**config.mk**
```make
export PLATFORM = sky130hd
export DESIGN_NAME = ir_nec_tx
export DESIGN_NICKNAME = d
export VERILOG_FILES = /design/src/rtl/ir_nec_pkg.sv /design/src/rtl/ir_carrier_gen.sv /design/src/rtl/ir_nec_tx.sv
export SDC_FILE = /design/constraint.sdc
export NUM_CORES = 1
export LEC_CHECK = 0
export CORE_MARGIN = 2
export CORE_UTILIZATION = 57
export DETAILED_ROUTE_END_ITERATION = 6
export PLACE_DENSITY = 0.81
export SLEW_MARGIN = 20
export SYNTH_ARGS = -nofsm -noshare
export SYNTH_HDL_FRONTEND = slang
export SYNTH_SLANG_ARGS = --single-unit
```
**constraint.sdc**
```tcl
create_clock -name clk -period 6.3 [get_ports clk]
set_input_delay 0.63 -clock clk [delete_from_list [all_inputs] [get_ports clk]]
set_output_delay 0.63 -clock clk [all_outputs]
set_load 0.01 [all_outputs]
```
**src/rtl/ir_nec_pkg.sv**
```systemverilog
`default_nettype none
// ============================================================================
// Module      : ir_nec_pkg
// Description : Shared types and constants for the NEC infrared transmitter.
//               Holds the transmitter state encoding, the length of each
//               state in NEC time units, and small helpers that classify
//               states and look up their lengths.
// Revision    : 1.0 - initial release
// ============================================================================
package ir_nec_pkg;

    typedef enum logic [2:0] {
        IDLE       = 3'd0,
        LEAD_MARK  = 3'd1,
        LEAD_SPACE = 3'd2,
        RPT_SPACE  = 3'd3,
        BIT_MARK   = 3'd4,
        BIT_SPACE  = 3'd5,
        STOP_MARK  = 3'd6,
        GAP        = 3'd7
    } state_t;

    // State lengths in NEC time units (562.5 us each).
    localparam logic [7:0] LEAD_MARK_U  = 8'd16;
    localparam logic [7:0] LEAD_SPACE_U = 8'd8;
    localparam logic [7:0] RPT_SPACE_U  = 8'd4;
    localparam logic [7:0] BIT_MARK_U   = 8'd1;
    localparam logic [7:0] ZERO_SPACE_U = 8'd1;
    localparam logic [7:0] ONE_SPACE_U  = 8'd3;
    localparam logic [7:0] STOP_MARK_U  = 8'd1;
    // Frame-to-frame period: every frame or repeat code is padded to this.
    localparam logic [7:0] FRAME_U      = 8'd192;

    // Marks are the only states in which the LED envelope is on.
    function automatic logic is_mark(input state_t s);
        return (s == LEAD_MARK) || (s == BIT_MARK) || (s == STOP_MARK);
    endfunction

    // Length of a state in units. BIT_SPACE depends on the bit being sent.
    // GAP ends on the frame counter, so its entry here is never consulted.
    function automatic logic [7:0] state_len(input state_t s, input logic one_bit);
        logic [7:0] len;
        case (s)
            LEAD_MARK:  len = LEAD_MARK_U;
            LEAD_SPACE: len = LEAD_SPACE_U;
            RPT_SPACE:  len = RPT_SPACE_U;
            BIT_MARK:   len = BIT_MARK_U;
            BIT_SPACE:  len = one_bit ? ONE_SPACE_U : ZERO_SPACE_U;
            STOP_MARK:  len = STOP_MARK_U;
            default:    len = 8'd1;
        endcase
        return len;
    endfunction

endpackage
`default_nettype wire

```
**src/rtl/ir_carrier_gen.sv**
```systemverilog
`default_nettype none
// ============================================================================
// Module      : ir_carrier_gen
// Description : IR carrier generator. A counter runs 0..CARRIER_DIV-1 and
//               the carrier is high while the count is below CARRIER_HI.
//               restart forces the count back to 0 so a mark can begin on
//               the rising part of a carrier period.
// Ports       : clk     - system clock
//               rst     - asynchronous active-high reset
//               restart - clear the counter on this edge
//               carrier - carrier level for the cycle following the next
//                         clk edge (the caller registers it)
// Revision    : 1.0 - initial release
// ============================================================================
module ir_carrier_gen #(
    parameter int CARRIER_DIV = 1316,
    parameter int CARRIER_HI  = 439
) (
    input  logic clk,
    input  logic rst,
    input  logic restart,
    output logic carrier
);

    localparam int CW       = (CARRIER_DIV > 1) ? $clog2(CARRIER_DIV) : 1;
    localparam int CMAX_I   = CARRIER_DIV - 1;
    localparam int CONE_I   = 1;
    localparam logic [CW-1:0] CNT_MAX = CMAX_I[CW-1:0];
    localparam logic [CW-1:0] CNT_ONE = CONE_I[CW-1:0];
    // One extra bit so a 100 % duty setting (HI == DIV) still compares.
    localparam logic [CW:0]   HI_LIM  = CARRIER_HI[CW:0];

    logic [CW-1:0] cnt_q;
    logic [CW-1:0] cnt_d;

    always_comb begin
        cnt_d = cnt_q + CNT_ONE;
        if (restart || (cnt_q == CNT_MAX)) begin
            cnt_d = '0;
        end
    end

    // Compare the upcoming count so the top level can register the product
    // with the envelope and keep ir_out cycle-aligned with env.
    assign carrier = ({1'b0, cnt_d} < HI_LIM);

    always_ff @(posedge clk or posedge rst) begin
        if (rst) begin
            cnt_q <= '0;
        end else begin
            cnt_q <= cnt_d;
        end
    end

endmodule
`default_nettype wire

```
**src/rtl/ir_nec_tx.sv**
```systemverilog
`default_nettype none
// ============================================================================
// Module      : ir_nec_tx
// Description : NEC infrared transmitter. Accepts an address/command pair or
//               a repeat request and emits the 38 kHz modulated frame.
//               Data word {~cmd, cmd, ~addr, addr} is sent LSB first; every
//               frame or repeat code is padded to 192 units before the block
//               becomes ready again.
// Ports       : clk    - system clock (50 MHz)
//               rst    - asynchronous active-high reset
//               valid  - frame request, accepted when valid && ready
//               addr   - NEC address byte, sampled on accept
//               cmd    - NEC command byte, sampled on accept
//               rpt    - repeat-code request, accepted when rpt && ready && !valid
//               ready  - idle and able to accept a request
//               busy   - frame, repeat code or gap in progress
//               env    - unmodulated envelope, high during marks
//               ir_out - envelope AND carrier
// Revision    : 1.0 - initial release
// ============================================================================
module ir_nec_tx
    import ir_nec_pkg::*;
#(
    parameter int UNIT_CYC    = 28125,
    parameter int CARRIER_DIV = 1316,
    parameter int CARRIER_HI  = 439
) (
    input  logic       clk,
    input  logic       rst,
    input  logic       valid,
    input  logic [7:0] addr,
    input  logic [7:0] cmd,
    input  logic       rpt,
    output logic       ready,
    output logic       busy,
    output logic       env,
    output logic       ir_out
);

    localparam int PRE_W    = (UNIT_CYC > 1) ? $clog2(UNIT_CYC) : 1;
    localparam int PMAX_I   = UNIT_CYC - 1;
    localparam int PONE_I   = 1;
    localparam logic [PRE_W-1:0] PRE_MAX = PMAX_I[PRE_W-1:0];
    localparam logic [PRE_W-1:0] PRE_ONE = PONE_I[PRE_W-1:0];

    state_t             state_q, state_d;
    logic [PRE_W-1:0]   pre_q, pre_d;       // cycles within the current unit
    logic [7:0]         ph_q, ph_d;         // units within the current state
    logic [7:0]         fr_q, fr_d;         // units since start of LEAD_MARK
    logic [31:0]        sr_q, sr_d;         // data bits still to send
    logic [4:0]         bit_idx_q, bit_idx_d;
    logic               rpt_q, rpt_d;       // current burst is a repeat code
    logic               ready_q, busy_q, env_q, ir_out_q;

    logic               w_tick;
    logic               w_ph_done;
    logic [7:0]         w_len;
    logic               w_state_chg;
    logic               w_mark_d;
    logic               w_restart;
    logic               w_carrier;

    assign w_tick    = (pre_q == PRE_MAX);
    assign w_len     = state_len(state_q, sr_q[0]);
    assign w_ph_done = w_tick && (ph_q == (w_len - 8'd1));

    // ------------------------------------------------------------------
    // Next-state logic
    // ------------------------------------------------------------------
    always_comb begin
        state_d   = state_q;
        sr_d      = sr_q;
        bit_idx_d = bit_idx_q;
        rpt_d     = rpt_q;
        case (state_q)
            IDLE: begin
                // valid has priority; a simultaneous rpt is simply dropped.
                if (ready_q && valid) begin
                    state_d   = LEAD_MARK;
                    sr_d      = {~cmd, cmd, ~addr, addr};
                    bit_idx_d = 5'd0;
                    rpt_d     = 1'b0;
                end else if (ready_q && rpt) begin
                    state_d   = LEAD_MARK;
                    bit_idx_d = 5'd0;
                    rpt_d     = 1'b1;
                end
            end
            LEAD_MARK: begin
                if (w_ph_done) begin
                    state_d = rpt_q ? RPT_SPACE : LEAD_SPACE;
                end
            end
            LEAD_SPACE: begin
                if (w_ph_done) begin
                    state_d = BIT_MARK;
                end
            end
            RPT_SPACE: begin
                if (w_ph_done) begin
                    state_d = STOP_MARK;
                end
            end
            BIT_MARK: begin
                if (w_ph_done) begin
                    state_d = BIT_SPACE;
                end
            end
            BIT_SPACE: begin
                if (w_ph_done) begin
                    sr_d      = {1'b0, sr_q[31:1]};
                    bit_idx_d = bit_idx_q + 5'd1;
                    state_d   = (bit_idx_q == 5'd31) ? STOP_MARK : BIT_MARK;
                end
            end
            STOP_MARK: begin
                if (w_ph_done) begin
                    state_d = GAP;
                end
            end
            GAP: begin
                // fr_q holds completed units; the tick ending unit 192 exits.
                if (w_tick && (fr_q == (FRAME_U - 8'd1))) begin
                    state_d = IDLE;
                end
            end
            default: begin
                state_d = IDLE;
            end
        endcase
    end

    assign w_state_chg = (state_d != state_q);
    assign w_mark_d    = is_mark(state_d);
    // Every mark is entered from a non-mark state, so a state change into a
    // mark is exactly the start of a mark.
    assign w_restart   = w_mark_d && w_state_chg;

    // ------------------------------------------------------------------
    // Unit, phase and frame counters
    // ------------------------------------------------------------------
    always_comb begin
        pre_d = pre_q + PRE_ONE;
        ph_d  = ph_q;
        fr_d  = fr_q;
        if ((state_q == IDLE) || w_state_chg || w_tick) begin
            pre_d = '0;
        end
        if (w_state_chg) begin
            ph_d = 8'd0;
        end else if (w_tick) begin
            ph_d = ph_q + 8'd1;
        end
        if (state_q == IDLE) begin
            fr_d = 8'd0;
        end else if (w_tick && (fr_q != (FRAME_U - 8'd1))) begin
            fr_d = fr_q + 8'd1;
        end
    end

    ir_carrier_gen #(
        .CARRIER_DIV (CARRIER_DIV),
        .CARRIER_HI  (CARRIER_HI)
    ) u_carrier (
        .clk     (clk),
        .rst     (rst),
        .restart (w_restart),
        .carrier (w_carrier)
    );

    // ------------------------------------------------------------------
    // State and output registers
    // ------------------------------------------------------------------
    always_ff @(posedge clk or posedge rst) begin
        if (rst) begin
            state_q   <= IDLE;
            pre_q     <= '0;
            ph_q      <= 8'd0;
            fr_q      <= 8'd0;
            sr_q      <= 32'd0;
            bit_idx_q <= 5'd0;
            rpt_q     <= 1'b0;
            ready_q   <= 1'b0;
            busy_q    <= 1'b0;
            env_q     <= 1'b0;
            ir_out_q  <= 1'b0;
        end else begin
            state_q   <= state_d;
            pre_q     <= pre_d;
            ph_q      <= ph_d;
            fr_q      <= fr_d;
            sr_q      <= sr_d;
            bit_idx_q <= bit_idx_d;
            rpt_q     <= rpt_d;
            ready_q   <= (state_d == IDLE);
            busy_q    <= (state_d != IDLE);
            env_q     <= w_mark_d;
            ir_out_q  <= w_mark_d & w_carrier;
        end
    end

    assign ready  = ready_q;
    assign busy   = busy_q;
    assign env    = env_q;
    assign ir_out = ir_out_q;

endmodule
`default_nettype wire
```
* Word level (Yosys, flattened, before mapping)
Index checks and enable logic that the tools add are counted.
Word-level totals: bits in registers 87, latch bits 0, RAM bits 0, bits in read-only memories 0, bits of input ports 20, output and inout bits 4, word-level logic and storage cells 92, memories 0
Cells by class: $add $sub $neg 6, $mul 0, divide/modulo/power cells 0, order comparisons 1, eq/ne operators 20, shift-type cells 0, multiplexer cells 29, bitwise operators 3, reductions and logical operators 21
Operators by type and width (number):
- $mux W32 | 2
- $pmux W32 S2 | 1
- $mux W8 | 4
- $mux W3 | 9
- $pmux W3 S8 | 1
- $pmux W5 S4 | 1
- $eq A3 B3 Y1 const B | 6
- $add A8 B1 Y8 const B | 2
- $not A8 Y8 | 2
- $add A15 B1 Y15 const B | 1
- $eq A15 B15 Y1 const B | 1
- $mux W15 | 1
- $mux W5 | 3
- $add A11 B1 Y11 const B | 1
- $eq A11 B11 Y1 const B | 1
- $lt A11 B9 Y1 const B | 1
- $mux W11 | 1
- $pmux W5 S2 | 1
- $eq A8 B8 Y1 | 1
- $eq A8 B8 Y1 const B | 1
- $ne A8 B8 Y1 const B | 1
- $reduce_bool A2 Y1 | 4
- $sub A8 B1 Y8 const B | 1
- $eq A3 B1 Y1 const B | 2
- 15 further kinds | 31

* Longest topological paths before layout
word-level depth 15, gate-level depth with buffers 15, gate-level depth less buffers 11

* Modules after synthesis
A second synthesis with hierarchy kept.
Second synthesis, totals: cell total of the unflattened synthesis 439, area, all modules 4445.5 um^2
Modules (own cells, without submodules):
- ir_nec_tx | instances 1, cells an instance 368, area each 3778.6 um^2, seq. area each 1901.8 um^2
- ir_carrier_gen | instances 1, cells an instance 71, area each 666.9 um^2, seq. area each 275.3 um^2

* Least setup slack after synthesis
OpenSTA, ideal clock, no wires.
kind register -> register, start point reg state_q[0], end point reg bit_idx_q[3], library setup time 0.078 ns, data arrival time 3.576 ns, required time 6.222 ns, path slack 2.646 ns, cell stages (with the launch flop) 16, buffers on the path 4, clock period less this slack 3.654 ns, path through dfrtp_1 clkbuf_1 nor2b_1 and2_1 clkbuf_1 clkbuf_1 nand2_1 ha_1 xnor2_1 or3_1 a221oi_4 nand4_4 or2_1 clkbuf_1 or3_1 a21oi_1
Between the ends: word-level cells in the longest chain between the ends 7, elaborated cells between the ends (all ways) 14, classes of those cells add/sub: 1; eq/ne: 7; mux: 2; reduce/logical: 4
RTL lines:
- start: declaration | RTL line ir_nec_tx.sv:46 | state_t state_q, state_d;
- start signal: assignment | RTL line ir_nec_tx.sv:188 | state_q <= state_d;
- $eq A3 B3 Y1 (tied with other cells) | RTL line ir_nec_pkg.sv:43, ir_nec_tx.sv:75
- $pmux W5 S4 | RTL line ir_nec_pkg.sv:43 | case (s)
- $sub A8 B1 Y8 | RTL line ir_nec_tx.sv:65 | assign w_ph_done = w_tick && (ph_q == (w_len - 8'd1));
- $eq A8 B8 Y1 | RTL line ir_nec_tx.sv:65
- $logic_and A1 B1 Y1 | RTL line ir_nec_tx.sv:65
- $ne A2 B2 Y1 (no source line)
- $reduce_and A3 Y1 (no source line)
- end signal: assignment | RTL line ir_nec_tx.sv:193 | bit_idx_q <= bit_idx_d;
- end: declaration | RTL line ir_nec_tx.sv:51 | logic [4:0] bit_idx_q, bit_idx_d;
Parallel ways exist; a longest one is shown, timed or not. A chain may end at the register's enable or synchronous reset.

* Worst setup path in the final report
start point reg state_q[0], end point reg sr_q[21]
Between the ends: word-level cells in the longest chain between the ends 7, elaborated cells between the ends (all ways) 14, classes of those cells add/sub: 1; eq/ne: 7; mux: 2; reduce/logical: 4
RTL lines:
- $eq A3 B3 Y1 (tied with other cells) | RTL line ir_nec_pkg.sv:43, ir_nec_tx.sv:75
- $pmux W5 S4 | RTL line ir_nec_pkg.sv:43
- $sub A8 B1 Y8 | RTL line ir_nec_tx.sv:65
- $eq A8 B8 Y1 | RTL line ir_nec_tx.sv:65
- $logic_and A1 B1 Y1 | RTL line ir_nec_tx.sv:65
- $ne A2 B2 Y1 (no source line)
- $reduce_and A3 Y1 (no source line)
- end signal: assignment | RTL line ir_nec_tx.sv:192 | sr_q <= sr_d;
- end: declaration | RTL line ir_nec_tx.sv:50 | logic [31:0] sr_q, sr_d;
Parallel ways exist; a longest one is shown, timed or not.

==> qor.txt <==
Cells after DPL - 607
largest net degree at the start of global routing - 88
TritonCTS clock tree - built
Post-CTS Setup Bufs - 0
DP Wirelength - 5910 um
Post-Route WL - 8650 um
wire per inst - 13.9 um
RSZ-0062 raised after global routing - false
worst-path cell chain - nor2b_1 -> and2_1 -> nand2_1 -> ha_1 -> nor4bb_1 -> a311oi_1 -> o21ai_1 -> nand4_1 -> o21ai_4 -> buf_4 -> nor2_1 -> a31oi_1
clock skew - 0.00811 ns
fillers - 618
Reg area - 0.00218 mm2
Period minus WS final - 4.39 ns
PostCTS Resize Cnt - 0
P_leak - 2.07 nW
worst min path class - register to register
via count - 3542
largest cells by area after synthesis - dfrtp_1 48%, nor2_1 6.4%, xnor2_1 4.6%, nand2_1 4.5%, xor2_1 3.1%
Multi-input gate area - 0.00222 mm2
WP data arrival - 4.66 ns
Peak Freq - 228 MHz
ant diodes - 0
max-cap violations - 0
Critical Path RT - 6.57 ns
peak supply drop - 0.118 mV
routed vias/inst - 5.69
Final Hold Viols - 0
worst slack, placed - 1.98 ns
Netlist Area Pre-Place - 0.00454 mm2
Clock Path Buffers - 2
total grt overflow - 0
IO Port Bufs - 23
die area - 0.00870 mm2
Power, Total - 1.01 mW
Least-Margin Pin Slew - 0.858 ns
status - finished clean
first-pass GRT wire length - 15200 um
root buf cell - clkbuf_8
Pwr per Cell Area - 200 mW/mm2
clock sinks - 87
all-layer global routing usage - 21.7%
YS warnings - 0
post-synthesis sequential area ratio - 47.9%
TritonCTS Buffers - 9
Post-Layout Cell Count - 622
Detail Route Antenna Nets - 0
clock slew at reported path FFs - 0.08 ns
CP peak stage delay - 0.78 ns
core box area - 0.00773 mm2
Synth Flop Type - dfrtp_1
reg2reg setup slack - 1.91 ns
CTS Hold Bufs - 0
Layout Area Growth over Synthesis - 11.2%
commonest cells after routing, fill and taps aside - 87 x dfrtp_1, 77 x nor2_1, 54 x nand2_1
Synth top area share - 47.9%
period utilization - 69.7%
I/O pins - 24
GPL Wtd Cong - 0.887
Synth Register Bits - 87
Rows - 32
Max FO, Critical Path - 41
DRC errors left - 0
vias in the first global route - 3400
Post-Route Setup TNS - 0 ns
number of DRC markers in iteration 0 - 214
gate count of the mapped netlist - 505
final-stage net count - 544
commonest non-fill, non-tap cell in the layout - dfrtp_1
Max H-tree Level - 3
worst setup slack after layout - 1.91 ns
initial antenna violation count - 0
Slew Limit Fails - 0
asr flop ratio synth - 100%
Die W - 93.3 um
1st-pass router iterations - 5
Syn Nets - 533
Crit Path Class - register to register
share of cells above drive strength 1 - 5.58%
CP startpoint kind - register
max_slew headroom - 42.6%
Mean Syn Cell Area - 8.99 um2
Worst setup EP type - register
library cells used by synthesis - 52
area leader, netlist - dfrtp_1
number of synthesized flops with an enable pin - 0
Final Setup Violations - 0
Clock Latency Late Sink - 0.35 ns
die height - 93.3 um
starting density of the core - 58.8%
Crit-path slowest cell - o21ai_4
through the flow:
step | utilization [%] | hold WS [ns] | area [um2]
3_3_place_gp | 62.5 | 0.480 | 4830
6_report | 65.4 | 0.513 | 5050
2_1_floorplan | - | 0.463 | 4540
3_5_place_dp | 62.5 | 0.501 | 4830
5_1_grt | 65.4 | 0.552 | 5050
4_1_cts | 65.3 | 0.521 | 5050
worst max-delay path, delay by kind of cell, from the launching register on:
family	cells	cell delay [ns]
AND/OR/NAND/NOR	6	1.68
adder cells (fa/ha/maj)	1	0.31
flip-flops	1	0.57
AO/OA/AOI/OAI	4	1.38
buffers and inverters	1	0.36
kinds of logic (layout without fill, tap and decap cells):
family	Yosys count	after routing	synth area share (%)
buffers and inverters	39	54	3.39
AOI/OAI and AO/OA	93	93	13.2
muxes	3	3	0.689
xor gates and xnor gates	40	40	7.71
DFF	87	87	47.9
and+or+nand+nor	235	235	24.9
adders and majority gates	8	8	2.20
state kept, by name, indices dropped and copies added (netlist names):
name             flops
busy                 1
fr_q                 8
rpt_q                1
ir_out               1
sr_q                32
pre_q               15
ph_q                 8
env                  1
u_carrier.cnt_q     11
bit_idx_q            5
ready                1
state_q              3
synthesized netlist by cell type, types with 4 or more instances:
cell	n
ha_1	8
nand3_1	24
o21ai_0	26
and2_1	8
inv_1	13
xnor2_1	24
nor2b_1	5
nand2_1	55
a21oi_1	21
a31oi_1	19
xor2_1	16
nor3_1	22
clkbuf_1	20
or3_1	4
and3_1	5
nand4_1	11
nor2_1	77
nand2b_1	4
dfrtp_1	87
buf_2	6
worst paths after layout:
check / from / end / cells past startpoint
setup reg to reg: state_q[0]$_DFF_PP0_ / sr_q[21]$_DFFE_PP0P_ / 12
max in group asynchronous: rst / ph_q[5]$_DFFE_PP0P_ / 3
hold / removal: sr_q[31]$_DFFE_PP0P_ / sr_q[31]$_DFFE_PP0P_ / 2
setup / recovery: state_q[0]$_DFF_PP0_ / sr_q[21]$_DFFE_PP0P_ / 12
hold reg to reg: sr_q[31]$_DFFE_PP0P_ / sr_q[31]$_DFFE_PP0P_ / 2
min in group asynchronous: rst / ready$_DFF_PP0_ / 3
cell type report:
cell class,count,share of cell area [%]
clock buffers,10,2.72
clock inverters,5,1.63
inverters,13,0.991
multi-input cells,379,44.0
flip-flops and latches,87,43.1
well taps,102,2.53
repair buffers,26,5.08
routing by layer:
layer	global-route usage [%]	share of wire [%]	vias up
li1	-	-	1779
met5	0	0	-
met4	8.46	1.7	0
met1	30.4	50	1696
met3	4.03	3.2	12
met2	33.5	46	55
power by group:
| part | internal [mW] | switching, mW |
|---|---|---|
| Clock | 0.233 | 0.190 |
| Sequential | 0.558 | 0 |
| Combinational | 0.0126 | 0.0164 |
Power figures use the tool's default switching activity.
